## config.mk

```make
export PLATFORM = sky130hd
export DESIGN_NAME = decoder_scan_sequencer
export DESIGN_NICKNAME = d
export VERILOG_FILES = /design/src/rtl/decoder_scan_sequencer.sv
export SDC_FILE = /design/constraint.sdc
export NUM_CORES = 1
export LEC_CHECK = 0
export CAP_MARGIN = 40
export CORE_MARGIN = 10
export CORE_UTILIZATION = 35
export DETAILED_ROUTE_END_ITERATION = 8
export HOLD_SLACK_MARGIN = 0.03
export PLACE_DENSITY = 0.58
export SLEW_MARGIN = 30
export SYNTH_ARGS = -nofsm -noshare
export SYNTH_HDL_FRONTEND = slang
export SYNTH_SLANG_ARGS = --single-unit
```

## constraint.sdc

```tcl
create_clock -name clk -period 3.05 [get_ports clk]
set_input_delay 0.61 -clock clk [delete_from_list [all_inputs] [get_ports clk]]
set_output_delay 0.61 -clock clk [all_outputs]
set_load 0.01 [all_outputs]
```

## src/rtl/decoder_scan_sequencer.sv

```systemverilog
// Select generator for a 3-to-8 line decoder: walks the enabled lines in
// ascending order with a per-line dwell and a blanking gap between lines.
module decoder_scan_sequencer #(
    parameter int DIV_W     = 16,
    parameter int BLANK_CYC = 2
) (
    input  logic             clk,
    input  logic             rst_n,
    input  logic             en,
    input  logic             mode,
    input  logic             start,
    input  logic [DIV_W-1:0] div,
    input  logic [7:0]       mask,
    output logic [2:0]       s,
    output logic             s_valid,
    output logic             busy,
    output logic             frame,
    output logic             done
);

    localparam int BW = (BLANK_CYC > 1) ? $clog2(BLANK_CYC) : 1;
    localparam logic [BW-1:0] BLAST = BW'((BLANK_CYC > 0) ? BLANK_CYC - 1 : 0);

    typedef enum logic [1:0] {
        IDLE,
        BLANK,
        DWELL
    } state_t;

    state_t           state, state_n;
    logic [DIV_W-1:0] dwell_cnt, dwell_cnt_n;
    logic [BW-1:0]    blank_cnt, blank_cnt_n;
    logic [2:0]       s_n;
    logic             s_valid_n, busy_n, frame_n, done_n;

    logic [2:0] low, up, nxt;
    logic       up_found, wrap;
    logic       go, abort, dwell_end, blank_end, expire;

    // Lowest enabled line, and lowest enabled line above the current one
    always_comb begin
        low      = 3'd0;
        up       = 3'd0;
        up_found = 1'b0;
        for (int i = 7; i >= 0; i--) begin
            if (mask[i]) begin
                low = 3'(i);
                if (i > int'(s)) begin
                    up       = 3'(i);
                    up_found = 1'b1;
                end
            end
        end
    end

    assign wrap      = !up_found;
    assign nxt       = up_found ? up : low;
    assign go        = en && (mask != 8'd0) && (!mode || start);
    assign abort     = !en || (mask == 8'd0);
    assign dwell_end = (dwell_cnt == '0);
    assign blank_end = (blank_cnt == BLAST);
    assign expire    = (state == DWELL) && !abort && dwell_end;

    always_ff @(posedge clk) begin
        if (!rst_n) begin
            state     <= IDLE;
            dwell_cnt <= '0;
            blank_cnt <= '0;
            s         <= 3'd0;
            s_valid   <= 1'b0;
            busy      <= 1'b0;
            frame     <= 1'b0;
            done      <= 1'b0;
        end else begin
            state     <= state_n;
            dwell_cnt <= dwell_cnt_n;
            blank_cnt <= blank_cnt_n;
            s         <= s_n;
            s_valid   <= s_valid_n;
            busy      <= busy_n;
            frame     <= frame_n;
            done      <= done_n;
        end
    end

    always_comb begin
        state_n = state;
        unique case (state)
            IDLE: begin
                if (go) state_n = (BLANK_CYC == 0) ? DWELL : BLANK;
            end
            BLANK: begin
                if (abort)          state_n = IDLE;
                else if (blank_end) state_n = DWELL;
            end
            DWELL: begin
                if (abort) begin
                    state_n = IDLE;
                end else if (dwell_end) begin
                    if (wrap && mode)    state_n = IDLE;
                    else if (nxt == s)   state_n = DWELL;
                    else                 state_n = (BLANK_CYC == 0) ? DWELL : BLANK;
                end
            end
            default: state_n = IDLE;
        endcase

        blank_cnt_n = '0;
        if (state == BLANK && state_n == BLANK) blank_cnt_n = blank_cnt + BW'(1);

        // Dwell length is latched from div on every fresh dwell
        dwell_cnt_n = '0;
        if (state_n == DWELL) begin
            if (state == DWELL && !dwell_end) dwell_cnt_n = dwell_cnt - DIV_W'(1);
            else                              dwell_cnt_n = div;
        end
    end

    always_comb begin
        s_n = s;
        if (state == IDLE && go)        s_n = low;
        if (expire && !(wrap && mode))  s_n = nxt;
        s_valid_n = (state_n == DWELL);
        busy_n    = (state_n != IDLE);
        frame_n   = expire && wrap;
        done_n    = expire && wrap && mode;
    end

endmodule

```

==> impl_metrics.py <==
metrics = {
    "route": {
        "firstDrtPassIters": 5,
        "postRouteAntennaNets": 0,
        "via_per_inst": 4.99,
        "routedWlPerCell_um": 13.5,
        "drc": 0,
        "wl_um": 4550,
        "num_vias": 1681,
        "first_iter_violations": 71,
    },
    "timing": {
        "finClkSkew_ns": 0.00697,
        "setup_viol_count_final": 0,
        "fin_crit_ns": 2.97,
        "tightestPinTransition_ns": 0.412,
        "finalMaxSlewViolations": 0,
        "max_freq_ghz": 0.336,
        "hold_viol_final": 0,
        "post-route-period-util_pct": 97.5,
        "rsz0062_at_grt": "no",
        "max_slew_margin_pct": 72.3,
    },
    "power_and_ir_drop": {
        "p_per_area_nw_per_um2": 343,
        "ir_drop_mv": 0.225,
        "p_leak_uw": 0.00103,
    },
    "place": {
        "post-place-cells": 332,
        "dpl.hpwl_um": 3510,
        "port_buffers": 35,
        "gp_congestion": 0.840,
        "placed_area_sq_um": 2320,
    },
    "cts": {
        "cts.clk_slew.worst_paths_ns": 0.10,
        "cts.sinks": 26,
        "cts_made_buffers": 3,
        "ctsHoldBuffers": 0,
        "cts_buffer_depth": 2,
        "htreeDepth": 1,
        "clkLatencyLatePin_ns": 0.27,
        "cts_tree": "built",
        "cts-root-buf": "clkbuf_8",
    },
    "logic_synthesis": {
        "synth_edf_count": 0,
        "syn_inst": 214,
        "synthMostInstantiatedCell": "dfxtp_1",
        "yosysTopAreaCellShare_pct": 29.8,
        "synth_top_cell_by_area": "dfxtp_1",
        "syn_avg_cell_area_sq_um": 8.17,
        "async_reset_ff_share_pct": 0,
        "ys_seq_area_share_pct": 29.8,
        "synth_commonest_cells": "dfxtp_1, nand2_1, nor2_1",
        "syn-num-nets": 244,
        "synth_warnings": 0,
        "netlist_area_sq_um": 1750,
        "synthTopCellsByArea": "dfxtp_1, o21ai_0, nor3_2",
        "synth-seq-cells": 26,
        "synth.distinct_cells": 53,
        "synth_ff_type": "dfxtp_1",
    },
    "critical_path": {
        "path_max_fanout": 4,
        "crit_type": "input port to register",
        "cp_data_required_time_ns": 3.23,
        "cp-end-kind": "register",
        "crit_path_start": "mask[3]",
        "startpoint_type": "input port",
        "cp.arrival_ns": 3.15,
        "reg2reg_from": "dwell_cnt[7]",
    },
    "final_layout": {
        "antenna_cells": 0,
        "fill_cells": 465,
        "register_area_sq_um": 520,
        "area_delta_synth_final_pct": 41.5,
        "num-nets-final": 301,
        "fin_cells": 337,
        "fin_area_sq_um": 2470,
        "drive_gt1_share_pct": 25.2,
        "multiInputGateArea_sq_um": 1200,
    },
    "global_route": {
        "grt_pass1_vias": 1593,
        "grt-ovfl-total": 0,
        "track_usage_pct": 10.7,
        "antenna_found_initial": 0,
        "grt_max_degree": 32,
        "grt_pass1_wl_um": 7620,
    },
    "floorplanning": {
        "core_region_area_sq_um": 4790,
        "rows": 25,
        "io-pin-count": 36,
        "die_area_sq_um": 8220,
        "die_x_um": 90.7,
        "die_y_um": 90.7,
        "start_util_pct": 36.5,
    },
    "run_status": {
        "outcome": "finished clean",
    },
    "min_path": {
        "min-delay-start": "blank_cnt",
        "hp-class": "register to register",
    },
    "flow_run": {
        "maxCapViolations": 0,
    },
}
## final cells by class
type                    instances  area share [%]
clock inverters                 1            1.21
clock buffers                   3            1.67
multi-input cells             172            48.5
flip-flops and latches         26            21.0
repair buffers                 63            23.4
well taps                      67            3.39
inverters                       5           0.759
## where the power goes
group	switching (uW)	internal, uW
clock network	111	176
logic	90.4	121
registers	6.43	345
## state kept, by name, indices dropped and copies added, names as in the netlist
register   flops
dwell_cnt     16
s              3
state          2
blank_cnt      1
busy           1
done           1
frame          1
s_valid        1
## cells in the final DEF (no fill, tap or decap), types with 3 or more instances in the layout
| master | count |
|---|---|
| or4_4 | 3 |
| nor2_1 | 19 |
| dfxtp_1 | 26 |
| o21a_1 | 3 |
| nor4_1 | 4 |
| dlymetal6s2s_1 | 5 |
| nand2b_1 | 5 |
| xnor2_1 | 7 |
| nand2_1 | 20 |
| nand3_1 | 7 |
| buf_4 | 26 |
| or4_1 | 4 |
| o21ai_0 | 17 |
| inv_1 | 5 |
| clkbuf_8 | 3 |
| nor2b_1 | 4 |
| and2_1 | 3 |
| clkdlybuf4s50_1 | 29 |
| mux2i_1 | 3 |
| nor3_2 | 8 |
| or2_2 | 3 |
| xor2_1 | 5 |
| a21oi_1 | 6 |
| nor3_1 | 8 |
## through the flow
stage | util [%] | TNS [ns] | power (uW) | hold WS, ns | worst slack, ns
after detailed placement | 48.5 | -7.77 | 551 | 0.516 | -0.427
final | 51.7 | 0 | 848 | 0.527 | 0.0773
after global routing | 51.7 | 0 | 893 | 0.565 | 0.00765
after floorplan | - | 0 | 464 | 0.493 | 0.189
after global placement | 48.5 | -7.02 | 552 | 0.510 | -0.365
after CTS | 50.8 | 0 | 855 | 0.532 | 0.00160
## kinds of logic (layout without fill, tap and decap cells)
group                    Yosys count  in the layout  share of synthesized area (%)
multiplexers                       6              6                           3.65
AO/OA/AOI/OAI                     48             48                           19.7
buffers and inverters             16             72                           4.72
XOR/XNOR                          12             12                           6.01
adder cells (fa/ha/maj)            1              1                          0.716
AND/OR/NAND/NOR                  105            105                           35.4
flip-flops                        26             26                           29.8
## critical path, stage by stage
cell and delay [ns]:
clkdlybuf4s50_1 0.42, or4_4 0.44, nand2b_4 0.16, nand2_2 0.07, mux2_4 0.30, or4b_4 0.51
o21a_4 0.24, buf_4 0.15, a2111oi_4 0.25
## layer usage
layer / vias up / global-route usage, % / share of wire (%)
met3: 2 / 2.58 / 3.9
met4: 0 / 1.59 / 0.42
met5: - / 0 / 0
met2: 27 / 17.3 / 46
met1: 768 / 14.2 / 50
li1: 884 / - / -
## worst paths after layout
path | to | slack, ns | cells past startpoint
setup / recovery | dwell_cnt[3] | 0.08 | 9
hold / removal | blank_cnt | 0.53 | 2
setup reg to reg | dwell_cnt[3] | 0.29 | 8
hold reg to reg | blank_cnt | 0.53 | 2
## timing repair
item / 4_1_cts / 5_1_grt
endpoints found under the setup margin: 19 / 15
hold endpoints to repair: 0 / 0
pin swaps: 2 / 4
setup buffers: 0 / 1
resized for setup: 10 / 11
Note: power is estimated with default switching activity, not from simulation.
